### src/rtl/clk_div_sched.sv
// clk_div_sched: programmable integer clock divider with glitch-free ratio
// switching and start/stop sequencing. Ratio changes and disables only take
// effect at period boundaries, so o_clk_div never shows a runt pulse.
//
// Optional build macro: CLK_DIV_SCHED_ODD50_EN
//   defined   -> odd ratios get exactly 50% duty via a negedge-clocked copy
//                of the divided clock ORed into the output.
//   undefined -> posedge-only logic; odd ratios are high for ceil(N/2) cycles.
module clk_div_sched #(
    parameter int unsigned W       = 10,
    parameter int unsigned RST_DIV = 2
) (
    input  logic         i_clk,
    input  logic         i_rst_b,
    input  logic         i_en,
    input  logic         i_cfg_valid,
    input  logic [W-1:0] i_cfg_div,
    output logic         o_cfg_ready,
    output logic         o_clk_div,
    output logic         o_busy,
    output logic         o_switch_done,
    output logic         o_err
);

    localparam logic [W-1:0] DIV_ONE = W'(1);
    localparam logic [W-1:0] DIV_MIN = W'(2);
    localparam logic [W-1:0] DIV_RST = W'(RST_DIV);

    typedef enum logic [1:0] {
        ST_OFF   = 2'd0,
        ST_RUN   = 2'd1,
        ST_DRAIN = 2'd2
    } state_e;

    state_e         state_q, state_d;
    logic [W-1:0]   cnt_q, cnt_d;
    logic [W-1:0]   div_q, div_d;
    logic           pend_q, pend_d;
    logic [W-1:0]   pdiv_q, pdiv_d;
    logic           clk_q, clk_d;
    logic           ready_q, ready_d;
    logic           busy_q, busy_d;
    logic           done_q, done_d;
    logic           err_q, err_d;

    logic           accept;
    logic           apply;
    logic           boundary;
    logic [W-1:0]   high_d;

    // State, counter, ratio and registered outputs
    always_ff @(posedge i_clk or negedge i_rst_b) begin
        if (!i_rst_b) begin
            state_q <= ST_OFF;
            cnt_q   <= '0;
            div_q   <= DIV_RST;
            pend_q  <= 1'b0;
            pdiv_q  <= '0;
            clk_q   <= 1'b0;
            ready_q <= 1'b1;
            busy_q  <= 1'b0;
            done_q  <= 1'b0;
            err_q   <= 1'b0;
        end else begin
            state_q <= state_d;
            cnt_q   <= cnt_d;
            div_q   <= div_d;
            pend_q  <= pend_d;
            pdiv_q  <= pdiv_d;
            clk_q   <= clk_d;
            ready_q <= ready_d;
            busy_q  <= busy_d;
            done_q  <= done_d;
            err_q   <= err_d;
        end
    end

    // Next-state: sequencing, ratio handshake/apply and divided-clock level
    always_comb begin
        state_d  = state_q;
        cnt_d    = cnt_q;
        div_d    = div_q;
        pend_d   = pend_q;
        pdiv_d   = pdiv_q;
        done_d   = 1'b0;
        err_d    = 1'b0;
        apply    = 1'b0;
        accept   = i_cfg_valid && ready_q;
        boundary = (cnt_q == (div_q - DIV_ONE));

        unique case (state_q)
            ST_OFF: begin
                cnt_d = '0;
                apply = pend_q;
                if (i_en) begin
                    state_d = ST_RUN;
                end
            end
            ST_RUN: begin
                if (boundary) begin
                    cnt_d = '0;
                    apply = pend_q;
                    if (!i_en) begin
                        state_d = ST_DRAIN;
                    end
                end else begin
                    cnt_d = cnt_q + DIV_ONE;
                end
            end
            ST_DRAIN: begin
                cnt_d   = '0;
                apply   = pend_q;
                state_d = i_en ? ST_RUN : ST_OFF;
            end
            default: begin
                state_d = ST_OFF;
                cnt_d   = '0;
            end
        endcase

        // Pending ratio is only observed from the register, so a request
        // accepted on a boundary edge waits for the following boundary.
        if (apply) begin
            pend_d = 1'b0;
            if (pdiv_q >= DIV_MIN) begin
                div_d  = pdiv_q;
                done_d = 1'b1;
            end else begin
                err_d  = 1'b1;
            end
        end

        if (accept) begin
            pend_d = 1'b1;
            pdiv_d = i_cfg_div;
        end

        // Entering RUN parks the counter on the last (low) count so the
        // first full period begins on the following edge.
        if ((state_q != ST_RUN) && (state_d == ST_RUN)) begin
            cnt_d = div_d - DIV_ONE;
        end

        ready_d = !pend_q && !accept;
        busy_d  = (state_d != ST_OFF);

`ifdef CLK_DIV_SCHED_ODD50_EN
        high_d = div_d >> 1;
`else
        high_d = (div_d >> 1) + W'(div_d[0]);
`endif
        clk_d = (state_d == ST_RUN) && (cnt_d < high_d);
    end

`ifdef CLK_DIV_SCHED_ODD50_EN
    logic neg_q;

    // Half-cycle delayed copy stretches odd-ratio high time by half a cycle
    always_ff @(negedge i_clk or negedge i_rst_b) begin
        if (!i_rst_b) begin
            neg_q <= 1'b0;
        end else begin
            neg_q <= clk_q & div_q[0];
        end
    end

    assign o_clk_div = clk_q | neg_q;
`else
    assign o_clk_div = clk_q;
`endif

    assign o_cfg_ready   = ready_q;
    assign o_busy        = busy_q;
    assign o_switch_done = done_q;
    assign o_err         = err_q;

endmodule

### config.mk
export PLATFORM = sky130hd
export DESIGN_NAME = clk_div_sched
export DESIGN_NICKNAME = d
export VERILOG_FILES = /design/src/rtl/clk_div_sched.sv
export SDC_FILE = /design/constraint.sdc
export NUM_CORES = 1
export LEC_CHECK = 0
export ABC_CLOCK_PERIOD_IN_PS = 9700
export BUFFER_PORTS_ARGS = -buffer_cell sky130_fd_sc_hd__buf_4
export CAP_MARGIN = 20
export CORE_MARGIN = 10
export CORE_UTILIZATION = 40
export CTS_CLUSTER_SIZE = 24
export DETAILED_ROUTE_END_ITERATION = 10
export PLACE_DENSITY_LB_ADDON = 0.15
export SKIP_LAST_GASP = 1
export SLEW_MARGIN = 30
export SYNTH_ARGS = -nofsm -noshare
export SYNTH_HDL_FRONTEND = slang
export SYNTH_SLANG_ARGS = --single-unit
### constraint.sdc
create_clock -name i_clk -period 9.7 [get_ports i_clk]
set_input_delay 0.485 -clock i_clk [delete_from_list [all_inputs] [get_ports i_clk]]
set_output_delay 0.485 -clock i_clk [all_outputs]
set_load 0.01 [all_outputs]
### Word level (Yosys, flattened, before mapping)

Index checks and enable logic that the tools add are counted.

* $add $sub $neg: 4
* eq/ne operators: 5
* multiplexer cells: 18
* reduce and logical (&&, ||, !) cells: 10
* $lt $le $gt $ge: 2

Operators with widths (number)
* two-way mux 10 bit: 5
* subtractor 10 x 1 -> 10 bit (second input constant): 2
* adder 10 x 1 -> 10 bit (second input constant): 1
* adder 9 x 1 -> 10 bit: 1
* equality test 10 bit: 1
* greater-or-equal comparator 10 x 2 -> 1 bit (second input constant): 1
* less-than comparator 10 bit: 1
* two-way mux 1 bit: 8
* two-way mux 2 bit: 3
* one-hot mux 2 bit (3 select lines): 1
* equality test 2 x 1 -> 1 bit (second input constant): 2
* logical AND 1 bit: 4
* nonzero test 2 bit: 2
* equality test 2 bit (second input constant): 1
* zero test 1 bit: 2
* zero test 2 bit: 1
* != test 2 x 1 -> 1 bit (second input constant): 1
* one-hot mux 1 bit (2 select lines): 1
* OR reduction 2 bit: 1

* bits in registers: 38
* input bits: 14
* output and inout port bits: 5

### Longest topological paths before layout

Gate-level depths: netlist of the first run.

* depth in word-level cells: 9
* mapped depth: 25
* gate-level depth less buffers: 24

### Worst setup path before layout of the first run

OpenSTA, ideal clock, no wires.

* path type: reg-to-reg
* start point: register div_q[2]
* end point: register clk_q (netlist: o_clk_div)
* arrival: 4.474 ns
* slack: 5.149 ns
* clock period less this slack: 4.551 ns
* data required time: 9.623 ns
* path buffers: 2
* cell stages (with the launch flop): 24
* path through: dfrtp_1 -> buf_6 -> or4_4 -> nor3_4 -> a41oi_1 -> a32o_1 -> nor3_2 -> buf_2 -> nand3_1 -> o21ai_0 -> ha_1 -> ha_1 -> nand3_1 -> mux2i_1 -> xnor2_1 -> ha_1 -> nor2b_1 -> o21ai_0 -> nand2b_1 -> a21oi_1 -> nor2b_1 -> o211ai_1 -> nand3_1 -> a21oi_1

* cells in the longest elaborated chain, start to end: 9

Ends and longest elaborated chain
* start: declaration: RTL line 37 `logic [W-1:0] div_q, div_d;`
* start signal: assignment: RTL line 67 `div_q <= div_d;`
* subtractor 10 x 1 -> 10 bit (*): RTL line 89 `boundary = (cnt_q == (div_q - DIV_ONE));`
* equality test 10 bit (*): RTL line 89
* two-way mux 1 bit (*): RTL line 100 `if (boundary) begin`
* one-hot mux 1 bit (2 select lines) (*): RTL line 91 `unique case (state_q)`
* two-way mux 10 bit (*): RTL line 123 `if (apply) begin`
* via div_d[0]: RTL line 37
* subtractor 10 x 1 -> 10 bit: RTL line 141 `cnt_d = div_d - DIV_ONE;`
* two-way mux 10 bit: RTL line 140 `if ((state_q != ST_RUN) && (state_d == ST_RUN)) begin`
* less-than comparator 10 bit (*): RTL line 152 `clk_d = (state_d == ST_RUN) && (cnt_d < high_d);`
* logical AND 1 bit (*): RTL line 152
* via clk_d: RTL line 40 `logic clk_q, clk_d;`
* end signal: assignment: RTL line 70 `clk_q <= clk_d;`
* end: declaration: RTL line 40

Mark *: on every way through the listed nets, which the timed path passes. The rest lies on a longest branch.
A chain may end at the register's enable or synchronous reset.

### Worst setup path after layout of the first run

Same ends and word-level chain as after synthesis.

==> results of run 1 <==
-- layout make-up --
| cell class | instances | area, µm² |
|---|---|---|
| clock inverter | 1 | 5.005 |
| tap | 77 | 96.34 |
| inverter | 13 | 48.80 |
| clock buffer | 7 | 86.33 |
| multi-input combinational | 221 | 1607 |
| timing repair buffer | 20 | 150.1 |
| sequential | 38 | 953.4 |
| fill | 643 | 3476 |
-- cells by family (layout without fill, tap and decap cells) --
family          count (synthesis)  after routing
flops                          38             38
compound gates                 61             61
simple gates                   98             98
fa+ha+maj                      14             14
mux                            16             16
xor+xnor                       32             32
buf+inv                        27             41
-- worst max-delay path by stage --
stage	endpoint	from
floorplan	o_clk_div$_DFF_PN0_	div_q[2]$_DFF_PN0_
global placement	o_clk_div$_DFF_PN0_	div_q[2]$_DFF_PN0_
detailed placement	o_clk_div$_DFF_PN0_	div_q[2]$_DFF_PN0_
CTS	o_clk_div$_DFF_PN0_	div_q[2]$_DFF_PN0_
global route	o_clk_div$_DFF_PN0_	div_q[2]$_DFF_PN0_
finish	o_clk_div$_DFF_PN0_	div_q[2]$_DFF_PN0_
-- power by group --
part           internal, mW  switching [mW]  leakage [nW]
Sequential            0.215          0.0875         0.463
Combinational         0.195           0.210         0.789
Clock                0.0574          0.0600        0.0482
Total                 0.467           0.358          1.30
-- state kept, by name, indices dropped and copies added (netlist names) --
register and count:
o_err 1, div_q 10, cnt_q 10, pdiv_q 10
o_cfg_ready 1, o_busy 1, state_q 2, o_switch_done 1
pend_q 1, o_clk_div 1
-- cells in the final DEF (no fill, tap or decap), drive strengths merged, types with 6 or more instances in the layout --
| cell type | count |
|---|---|
| xor2 | 14 |
| o22ai | 8 |
| and3 | 7 |
| xnor2 | 18 |
| nand2b | 9 |
| o21ai | 8 |
| mux2 | 12 |
| a21oi | 11 |
| nand3 | 16 |
| nand2 | 14 |
| clkbuf | 7 |
| dfrtp | 36 |
| ha | 14 |
| nor2 | 16 |
| inv | 13 |
| nand4 | 6 |
| buf | 20 |
| nor3 | 8 |
-- layer usage --
layer	up-vias	track usage	wire length, µm
li1	1071	-	-
met1	1073	0.1950	3311
met2	48	0.2202	3305
met3	10	0.03676	373
met4	0	0.05061	111
met5	-	0	0
-- metrics by stage --
step	cells	cell area (µm²)	hold slack (ns)
2_1_floorplan	286	2676	0.1894
3_3_place_gp	369	2855	0.4362
3_5_place_dp	369	2855	0.4471
4_1_cts	377	2947	0.1706
5_1_grt	377	2947	0.1729
6_report	377	2947	0.1443
-- critical path, stage by stage (launching register included) --
cell and delay (ns):
sky130_fd_sc_hd__dfrtp_1 0.49, sky130_fd_sc_hd__or4_4 0.62, sky130_fd_sc_hd__nor3_4 0.18, sky130_fd_sc_hd__a2bb2oi_1 0.24, sky130_fd_sc_hd__a32o_1 0.26, sky130_fd_sc_hd__nor3_2 0.06
sky130_fd_sc_hd__buf_4 0.20, sky130_fd_sc_hd__nand2_2 0.17, sky130_fd_sc_hd__inv_2 0.14, sky130_fd_sc_hd__o21ai_0 0.43, sky130_fd_sc_hd__ha_1 0.36, sky130_fd_sc_hd__ha_1 0.26
sky130_fd_sc_hd__nand3_1 0.10, sky130_fd_sc_hd__mux2i_1 0.37, sky130_fd_sc_hd__xnor2_1 0.19, sky130_fd_sc_hd__ha_1 0.26, sky130_fd_sc_hd__nor2b_1 0.13, sky130_fd_sc_hd__o21ai_0 0.14
sky130_fd_sc_hd__nand2b_1 0.07, sky130_fd_sc_hd__a21oi_1 0.14, sky130_fd_sc_hd__nor2b_1 0.06, sky130_fd_sc_hd__o211ai_1 0.15, sky130_fd_sc_hd__nand3_1 0.11, sky130_fd_sc_hd__a21oi_1 0.12
==> PnR_summary.wiki, run 1 <==
{| class="wikitable"
! Metric !! Value
|-
| XOR/XNOR Fraction of Synth Area || 0.1047
|-
| Initial antenna violation count || 0
|-
| CTS tree || yes
|-
| Highest clock rate || 0.1868 GHz
|-
| DR vias || 2202
|-
| Arrival time worst endpoint || 5.58 ns
|-
| Post-synthesis cell count || 286
|-
| Number of CTS-inserted buffers || 5
|-
| Tot GR Track Use || 0.1452
|-
| Number of top-level pins || 19
|-
| Complex-gate fraction of the synthesized area || 0.1613
|-
| Final WS setup || 4.346 ns
|-
| Final total negative setup slack || 0 ns
|-
| Reported max-cap violation count || 0
|-
| Register-to-register setup slack || 4.35 ns
|-
| Highest fanout seen on the critical path || 18
|-
| Max transition margin || 0.5580
|-
| Clock edge transition at the registers on the reported setup and hold paths || 0.08 ns
|-
| Kind of end point of the critical path || register
|-
| DR DRC count || 0
|-
| Synthesized area divided by synthesized cell count || 9.358 µm²
|-
| Simple-gate share of the synthesized area || 0.2034
|-
| Measured slew at the worst slew-check pin || 0.6580 ns
|-
| Via/cell ratio || 5.841
|-
| Chip Height || 101.8 µm
|-
| Top-count cell post-synth || sky130_fd_sc_hd__dfrtp_1
|-
| WS Path Type || register to register
|-
| Hold-fix buffer count after cts || 0
|-
| DRC marker count from the first detailed-route iteration || 141
|-
| Worst path required time || 9.92 ns
|-
| Most instantiated cells after synthesis || sky130_fd_sc_hd__dfrtp_1 (36), sky130_fd_sc_hd__xnor2_1 (18), sky130_fd_sc_hd__nand3_1 (16), sky130_fd_sc_hd__nor2_1 (16)
|-
| Clock skew after layout || 0.009886 ns
|-
| Crit Reg-Reg Startpoint || div_q[2]$_DFF_PN0_
|-
| Total of warnings raised by yosys || 0
|-
| Cell Pwr Density || 279.9 mW/mm²
|-
| Insertion delay of the later-clocked pin in the worst-skew pair || 0.30 ns
|-
| Area grow syn2layout || 10.10%
|-
| Portion of netlist area occupied by mux cells || 0.06545
|-
| Std-Cell Core Area || 0.006422 mm²
|-
| R2R depth || 23
|-
| Global-route wire length before repair || 11790 µm
|-
| Ant diodes || 0
|-
| Last weighted congestion value of the routability-driven placer || 0.8958
|-
| Most area-consuming cells after synthesis || sky130_fd_sc_hd__dfrtp_1 (34%), sky130_fd_sc_hd__ha_1 (6.5%), sky130_fd_sc_hd__xnor2_1 (5.9%), sky130_fd_sc_hd__mux2_2 (5.0%), sky130_fd_sc_hd__xor2_1 (4.6%)
|-
| Ys async rst share || 1.000
|-
| Syn nets || 314
|-
| Detailed placement HPWL || 5381 µm
|-
| Pre-Repair DR Iteration Count || 4
|-
| Flop and latch count out of synthesis || 38
|-
| Fraction of the yosys area taken by sequential cells || 0.3562
|-
| Class of the tightest hold or removal check || input pin to async pin
|-
| Final net count || 327
|-
| Final Setup Violations || 0
|-
| Clk Tree Root Cell || sky130_fd_sc_hd__clkbuf_8
|-
| Worst flop-to-flop path endpoint || o_clk_div$_DFF_PN0_
|-
| Overall overflow remaining after global route || 0
|-
| Worst slack at placement || 4.437 ns
|-
| Die Area || 0.01036 mm²
|-
| Largest family of logic cells by synthesized area || simple AND/OR/NAND/NOR gates
|-
| Fraction of synthesized cell area taken by the top area cell type || 0.3366
|-
| Pin count of the biggest net entering global routing || 39
|-
| Leakage power summed over all cells || 1.301 nW
|-
| Maximum root-to-sink buffer count || 2
|-
| Number of placement rows || 29
|-
| Post-CTS setup-driven buffer insertion count || 0
|-
| Post-cts repair resize count || 0
|-
| Post-DR wirelength/cell || 18.84 µm
|-
| Number of H-tree levels || 2
|-
| Die X || 101.8 µm
|-
| VDD IR-drop max || 0.1240 mV
|-
| Post-synthesis adder-cell area fraction || 0.06545
|-
| Number of port buffers || 18
|-
| Vias in the first global route || 2218
|-
| Min cycle time layout || 5.354 ns
|-
| Slew Viols, Final || 0
|-
| Yosys cell types || 54
|-
| Cell area after synthesis || 0.002676 mm²
|-
| Final cell utilization of the core || 0.4588
|-
| Setup repair after global routing missed its margin || false
|-
| Outcome || complete, no violations
|-
| Share of post-route cells with drive strength above 1 || 0.1633
|-
| Sink count of the clock tree || 38
|-
| Final worst-path cycle share || 0.5520
|-
| Overall power of the completed layout || 824.7 µW
|-
| Hold Vio Cnt, Final || 0
|-
| Cell type contributing the most total cell area after synthesis || sky130_fd_sc_hd__dfrtp_1
|-
| Number of enable flip-flop cells after synthesis || 0
|-
| Starting density of the core || 0.4167
|-
| Kind of start point of the critical path || register
|-
| Most used flip-flop cell after synthesis || sky130_fd_sc_hd__dfrtp_1
|-
| Count of antenna-violating nets left after detailed routing || 0
|-
| Detailed-route wire length || 7101 µm
|}
No activity file was read; power rests on OpenSTA's default activity.
==> inputs of run 2 (changes only) <==
Settings changed: ABC_AREA set to 1, ABC_CLOCK_PERIOD_IN_PS 9700 to 5400.
Clock period 9.7 ns to 5.4 ns, I/O delays scaled along.
==> run 2 against run 1 <==
Via count grew 5.6%. Count of clock-buffer cells in the layout decreased by 1. Non-clock buffer count is 1 lower. First-iteration DRC count shrank 35%. Power increased by 140%. Cell count rose by 24%. Largest cell class unchanged.
==> PnR_summary.wiki, run 2 <==
{| class="wikitable"
! Metric !! Value
|-
| Outcome || complete, no violations
|-
| Count of antenna-violating nets left after detailed routing || 0
|-
| Syn nets || 394
|-
| DR vias || 2325
|-
| Min cycle time layout || 4.159 ns
|-
| Yosys cell types || 38
|-
| Highest fanout seen on the critical path || 20
|-
| Tot GR Track Use || 0.1357
|-
| Overall overflow remaining after global route || 0
|-
| Post-cts repair resize count || 0
|-
| Share of total power in the clock network || 0.106
|-
| Fraction of synthesized cell area taken by the top area cell type || 0.3276
|-
| Setup repair after global routing missed its margin || false
|-
| Pre-Repair DR Iteration Count || 4
|-
| Global-route wire length before repair || 11180 µm
|-
| Most prevalent standard cell on the critical path || sky130_fd_sc_hd__nand2_1
|-
| Max incr delay on CP || 0.60 ns
|-
| Number of top-level pins || 19
|-
| Crit. path cell count || 29
|-
| Insertion delay of the later-clocked pin in the worst-skew pair || 0.29 ns
|-
| Flop and latch count out of synthesis || 38
|-
| Detailed-route wire length || 6680 µm
|-
| Via/cell ratio || 4.957
|-
| Pin count of the biggest net entering global routing || 39
|-
| Origin of the worst setup path || div_q[1]$_DFF_PN1_
|-
| Cell area after synthesis || 0.002750 mm²
|-
| WS Path Type || register to register
|-
| Worst path required time || 5.62 ns
|-
| Highest clock rate || 0.2404 GHz
|-
| Cell type contributing the most total cell area after synthesis || sky130_fd_sc_hd__dfrtp_1
|-
| Combinational share of power || 0.618
|-
| Maximum root-to-sink buffer count || 2
|-
| Std-Cell Core Area || 0.006719 mm²
|-
| Kind of start point of the critical path || register
|-
| Clock edge transition at the registers on the reported setup and hold paths || 0.07 ns
|-
| CP max-delay cell || sky130_fd_sc_hd__dfstp_2
|-
| Switch Pwr || 1.003 mW
|-
| Hold Vio Cnt, Final || 0
|-
| Chip Height || 102.9 µm
|-
| Synthesized area divided by synthesized cell count || 7.514 µm²
|-
| Final WS setup || 1.241 ns
|-
| Final total negative setup slack || 0 ns
|-
| Flip-flop and latch area || 953.4 µm²
|-
| Final worst-path cycle share || 0.7702
|-
| Switching fraction of total power || 0.5125
|-
| Initial antenna violation count || 0
|-
| DR DRC count || 0
|-
| Sink count of the clock tree || 38
|-
| Crit Reg-Reg Startpoint || div_q[1]$_DFF_PN1_
|-
| Post-DR wirelength/cell || 14.24 µm
|-
| Number of port buffers || 18
|-
| Arrival time worst endpoint || 4.38 ns
|-
| Measured slew at the worst slew-check pin || 0.5165 ns
|-
| Number of enable flip-flop cells after synthesis || 0
|-
| Post-synthesis cell count || 366
|-
| Overall power of the completed layout || 1.958 mW
|-
| Max transition margin || 0.6520
|-
| Capturing element of the worst setup path || o_clk_div$_DFF_PN0_
|-
| Top library cells by usage in the layout, fill and taps aside || sky130_fd_sc_hd__nand2_1 (99), sky130_fd_sc_hd__inv_1 (41), sky130_fd_sc_hd__dfrtp_1 (36)
|-
| Die X || 102.9 µm
|-
| Slew Viols, Final || 0
|-
| Most area-consuming cells after synthesis || sky130_fd_sc_hd__dfrtp_1 (33%), sky130_fd_sc_hd__nand2_1 (14%), sky130_fd_sc_hd__ha_1 (6.4%), sky130_fd_sc_hd__inv_1 (5.6%), sky130_fd_sc_hd__xor2_1 (4.5%)
|-
| Number of CTS-inserted buffers || 5
|-
| Cell type group with the largest total delay on the critical path || simple AND/OR/NAND/NOR gates
|-
| Starting density of the core || 0.4093
|-
| Internal power summed over all cells || 954.3 µW
|-
| Number of buffers and inverters on the critical path || 4
|-
| Clk Tree Root Cell || sky130_fd_sc_hd__clkbuf_8
|-
| Clock skew after layout || 0.002583 ns
|-
| Class of the tightest hold or removal check || input pin to register
|-
| Vias in the first global route || 2207
|-
| Most instantiated cells after synthesis || sky130_fd_sc_hd__nand2_1 (99), sky130_fd_sc_hd__inv_1 (41), sky130_fd_sc_hd__dfrtp_1 (36), sky130_fd_sc_hd__nand3_1 (24), sky130_fd_sc_hd__nor2_1 (23)
|-
| Worst slack at placement || 1.254 ns
|-
| Detailed placement HPWL || 5417 µm
|-
| Number of placement rows || 30
|-
| Ant diodes || 0
|-
| Multi-input logic area || 0.001564 mm²
|-
| Register-to-register setup slack || 1.24 ns
|-
| Number of H-tree levels || 2
|-
| Area grow syn2layout || 11.28%
|-
| Top-count cell post-synth || sky130_fd_sc_hd__nand2_1
|-
| Final-layout fill cell count || 697
|-
| Worst hold slack after final layout || 0.1496 ns
|-
| Registers with the most flip-flops || cnt_q: 10 flops, div_q: 10 flops, pdiv_q: 10 flops
|-
| Total of warnings raised by yosys || 0
|-
| Reported max-cap violation count || 0
|-
| Worst flop-to-flop path endpoint || o_clk_div$_DFF_PN0_
|-
| Final net count || 416
|-
| Kind of end point of the critical path || register
|-
| Fraction of the yosys area taken by sequential cells || 0.3467
|-
| Ys async rst share || 1.000
|-
| Most common cell after layout, fill and taps aside || sky130_fd_sc_hd__nand2_1
|-
| DRC marker count from the first detailed-route iteration || 92
|-
| Most used flip-flop cell after synthesis || sky130_fd_sc_hd__dfrtp_1
|-
| Final Setup Violations || 0
|-
| Die Area || 0.01059 mm²
|-
| Cell Pwr Density || 639.6 mW/mm²
|-
| Leakage power summed over all cells || 1.542 nW
|-
| CTS tree || yes
|-
| Fraction of power consumed by sequential logic || 0.275
|-
| Last weighted congestion value of the routability-driven placer || 0.8823
|-
| R2R depth || 29
|-
| VDD IR-drop max || 0.2581 mV
|-
| Share of post-route cells with drive strength above 1 || 0.1954
|}
-- run 2: cell count changes after synthesis, sizes merged, moves of 7 or more --
| cell | previous run | this run |
|---|---|---|
| inv | 13 | 48 |
| and3 | 7 | 0 |
| o21ai | 8 | 30 |
| nand2b | 9 | 0 |
| mux2 | 12 | 0 |
| nor2 | 16 | 36 |
| nand3 | 16 | 25 |
| nand2 | 14 | 121 |
| xnor2 | 18 | 3 |
-- run 2: layout make-up --
cell class	count	area share
tap	80	0.03271
clock inverter	2	0.004088
inverter	50	0.06623
clock buffer	6	0.02698
timing repair buffer	19	0.04742
multi-input combinational	274	0.5110
sequential	38	0.3115
-- run 2: stage by stage --
| step | utilization | instance area (µm²) | std cells |
|---|---|---|---|
| floorplan | - | 2750 | 366 |
| global placement | 0.4399 | 2955 | 460 |
| detailed placement | 0.4399 | 2955 | 460 |
| CTS | 0.4555 | 3060 | 469 |
| global route | 0.4555 | 3060 | 469 |
| finish | 0.4555 | 3060 | 469 |
-- run 2: worst min path at each step --
stage,from,end,slack [ns],depth (start not counted)
after floorplan,i_rst_b,cnt_q[0]$_DFF_PN0_,-0.03,0
after global placement,i_rst_b,pdiv_q[2]$_DFFE_PN0P_,0.28,1
after detailed placement,i_rst_b,pdiv_q[2]$_DFFE_PN0P_,0.27,1
after CTS,i_en,state_q[1]$_DFF_PN0_,0.15,2
after global routing,i_en,state_q[1]$_DFF_PN0_,0.15,2
final,i_en,state_q[1]$_DFF_PN0_,0.15,2
-- run 2: power by group through the flow --
stage / logic [mW] / registers [mW] / clock network, mW
final: 1.21 / 0.539 / 0.208
after global routing: 1.40 / 0.556 / 0.229
after CTS: 1.23 / 0.539 / 0.215
after detailed placement: 1.22 / 0.544 / 0
after global placement: 1.21 / 0.541 / 0
after floorplan: 0.956 / 0.511 / 0
-- run 2: repair_timing --
| item | CTS | global route |
|---|---|---|
| hold buffers | 1 | 0 |
| endpoints found under the hold margin | 36 | 0 |
| setup buffers | 0 | 0 |
| setup endpoints to repair | 0 | 0 |
-- run 2: cells by family (layout without fill, tap and decap cells) --
kind of cell / after synthesis / after routing / share of synthesized area
fa+ha+maj: 14 / 14 / 0.06369
simple gates: 193 / 193 / 0.3426
xor+xnor: 17 / 17 / 0.05414
buf+inv: 54 / 77 / 0.08462
flops: 38 / 38 / 0.3467
compound gates: 50 / 50 / 0.1083
-- run 2: routing by layer --
layer	GRT usage	part of all wire	vias up
li1	-	-	1214
met4	0.04064	0.012	0
met5	0	0	-
met3	0.02748	0.062	6
met1	0.1788	0.46	1066
met2	0.2179	0.47	39
==> inputs of run 3 (changes only) <==
Settings changed: ABC_AREA 1 to 0, ABC_CLOCK_PERIOD_IN_PS 5400 to 3410.
Clock period 5.4 ns to 3.41 ns, I/O delays scaled along.
==> run 3 against run 2 <==
The flow now finishes with violations (negative setup slack). Register-to-register slack worse by 2.3 ns. Sequential cell count unchanged. Clock power grew 57%. Non-clock buffer count increased by 99. Combinational power grew 56%. Design area up 24%. Worst hold slack lost 0.13 ns. Die area decreased by 2.2%. Critical path type unchanged. Largest cell class unchanged. Largest power group unchanged. Highest routed layer unchanged.
==> PnR_summary.wiki, run 3 (synthesis gave the netlist of run 1 again) <==
{| class="wikitable"
! Metric !! Value
|-
| Die X || 101.8 µm
|-
| Final net count || 425
|-
| Number of H-tree levels || 2
|-
| Ant diodes || 0
|-
| Switching fraction of total power || 0.3992
|-
| Area grow syn2layout || 42.36%
|-
| Setup repair after global routing missed its margin || true
|-
| Clock edge transition at the registers on the reported setup and hold paths || 0.08 ns
|-
| Reported max-cap violation count || 0
|-
| Measured slew at the worst slew-check pin || 0.5154 ns
|-
| Max transition margin || 0.6564
|-
| Pin count of the biggest net entering global routing || 39
|-
| Clock skew after layout || 0.007596 ns
|-
| Clk Tree Root Cell || sky130_fd_sc_hd__clkbuf_8
|-
| DR vias || 2578
|-
| Worst path required time || 3.63 ns
|-
| Min cycle time layout || 4.420 ns
|-
| Hold Vio Cnt, Final || 0
|-
| Via/cell ratio || 5.427
|-
| Outcome || finished with violations
|-
| Registers with the most flip-flops || cnt_q: 10 flops, div_q: 10 flops, pdiv_q: 10 flops
|-
| Number of CTS-inserted buffers || 5
|-
| Violated checks || negative setup slack
|-
| Std-Cell Core Area || 0.006422 mm²
|-
| Insertion delay of the later-clocked pin in the worst-skew pair || 0.29 ns
|-
| Highest fanout seen on the critical path || 5
|-
| Final worst-path cycle share || 1.296
|-
| DR DRC count || 0
|-
| Overall overflow remaining after global route || 0
|-
| Class of the tightest hold or removal check || input pin to register
|-
| Top library cells by usage in the layout, fill and taps aside || sky130_fd_sc_hd__buf_4 (114), sky130_fd_sc_hd__dfrtp_1 (36), sky130_fd_sc_hd__nor2_1 (16), sky130_fd_sc_hd__xnor2_1 (16)
|-
| Maximum root-to-sink buffer count || 2
|-
| Detailed-route wire length || 8396 µm
|-
| Final Setup Violations || 3
|-
| Leakage power summed over all cells || 1.816 nW
|-
| Max incr delay on CP || 0.58 ns
|-
| Cell Pwr Density || 775.6 mW/mm²
|-
| Detailed placement HPWL || 6439 µm
|-
| Share of total power in the clock network || 0.110
|-
| Die Area || 0.01036 mm²
|-
| Combinational share of power || 0.640
|-
| Number of buffers and inverters on the critical path || 2
|-
| Pre-Repair DR Iteration Count || 4
|-
| Internal power summed over all cells || 1.775 mW
|-
| CTS tree || yes
|-
| Final-layout fill cell count || 554
|-
| WS Path Type || register to register
|-
| Fraction of power consumed by sequential logic || 0.249
|-
| Global-route wire length before repair || 13410 µm
|-
| Final WS setup || -1.010 ns
|-
| Kind of start point of the critical path || register
|-
| Slew Viols, Final || 0
|-
| Worst hold slack after final layout || 0.01790 ns
|-
| Final cell utilization of the core || 0.5932
|-
| Count of antenna-violating nets left after detailed routing || 0
|-
| CP Cell Sequence || or4_4, nor3_4, nand4_1, a32o_2, nor3_4, nand2_2, inv_4, buf_4, mux2_2, xnor2_2, o22ai_1, ha_1, nor2b_1, o21ai_1, nand2b_1, a21oi_1, nor2b_1, o211ai_1, nand3_1, a21oi_1
|-
| Chip Height || 101.8 µm
|-
| Fin area || 0.003810 mm²
|-
| Number of placement rows || 29
|-
| DRC marker count from the first detailed-route iteration || 173
|-
| Share of post-route cells with drive strength above 1 || 0.4095
|-
| Arrival time worst endpoint || 4.64 ns
|-
| Number of top-level pins || 19
|-
| Cell type group with the largest total delay on the critical path || simple AND/OR/NAND/NOR gates
|-
| Kind of end point of the critical path || register
|-
| Number of port buffers || 18
|-
| Initial antenna violation count || 0
|-
| Switch Pwr || 1.180 mW
|-
| Tot GR Track Use || 0.1654
|-
| Last weighted congestion value of the routability-driven placer || 0.8689
|-
| CP max-delay cell || sky130_fd_sc_hd__or4_4
|-
| Post-detailed-placement cell area || 0.003532 mm²
|-
| Starting density of the core || 0.4167
|-
| Most common cell after layout, fill and taps aside || sky130_fd_sc_hd__buf_4
|-
| Vias in the first global route || 2558
|-
| Highest clock rate || 0.2262 GHz
|-
| Sink count of the clock tree || 38
|-
| Post-DR wirelength/cell || 17.68 µm
|-
| VDD IR-drop max || 0.4265 mV
|}
-- run 3: power by group through the flow --
stage | clock network [mW] | registers (mW) | logic (mW)
after floorplan | 0 | 0.757 | 0.940
after global placement | 0 | 0.738 | 1.67
after detailed placement | 0 | 0.744 | 1.69
after CTS | 0.340 | 0.734 | 1.76
after global routing | 0.348 | 0.755 | 2.08
final | 0.326 | 0.736 | 1.89
-- run 3: path summary, 6_finish.rpt --
check                                         from                     to  slack, ns  depth (start not counted)
worst max-delay path            div_q[2]$_DFF_PN0_    o_clk_div$_DFF_PN0_      -1.01                         20
worst min-delay path                   i_cfg_valid  o_cfg_ready$_DFF_PN1_       0.02                          2
worst max register to register  div_q[2]$_DFF_PN0_    o_clk_div$_DFF_PN0_      -1.01                         20
worst min register to register  pend_q$_DFFE_PN0P_  o_cfg_ready$_DFF_PN1_       0.44                          1
max in group asynchronous                  i_rst_b     div_q[1]$_DFF_PN1_       2.64                          2
min in group asynchronous                  i_rst_b     cnt_q[0]$_DFF_PN0_       0.39                          2
-- run 3: final cells by class --
class / count / area, µm² / share of cell area
flip-flops and latches: 38 / 953.4 / 0.2502
inverters: 13 / 51.30 / 0.01346
well taps: 77 / 96.34 / 0.02529
clock buffers: 8 / 90.09 / 0.02365
multi-input cells: 221 / 1719 / 0.4512
repair buffers: 118 / 899.6 / 0.2361
-- run 3: per-layer routing --
layer	GRT usage	wire length (µm)	share of wire	vias up
li1	-	-	-	1259
met1	0.2172	3945	0.47	1241
met2	0.2609	3920	0.47	59
met3	0.02859	263	0.031	19
met4	0.07041	267	0.032	0
met5	0	0	0	-
-- run 3: what timing repair did --
| action | in CTS | in global routing |
|---|---|---|
| buffers inserted | 9 | 4 |
| pin swaps | 6 | 8 |
| endpoints found under the hold margin | 36 | 0 |
| gates resized for setup | 4 | 18 |
| setup endpoints to repair | 3 | 10 |
| hold buffers | 1 | 0 |
-- run 3: stage by stage --
stage          setup TNS (ns)  total power [mW]  std cells  setup WS (ns)
2_1_floorplan         -0.8789             1.697        286        -0.8486
3_5_place_dp           -1.281             2.436        457        -0.9455
6_report               -1.546             2.955        475         -1.010
5_1_grt                -2.406             3.180        475         -1.329
3_3_place_gp           -1.045             2.412        457        -0.8501
4_1_cts                -1.510             2.830        475        -0.9346
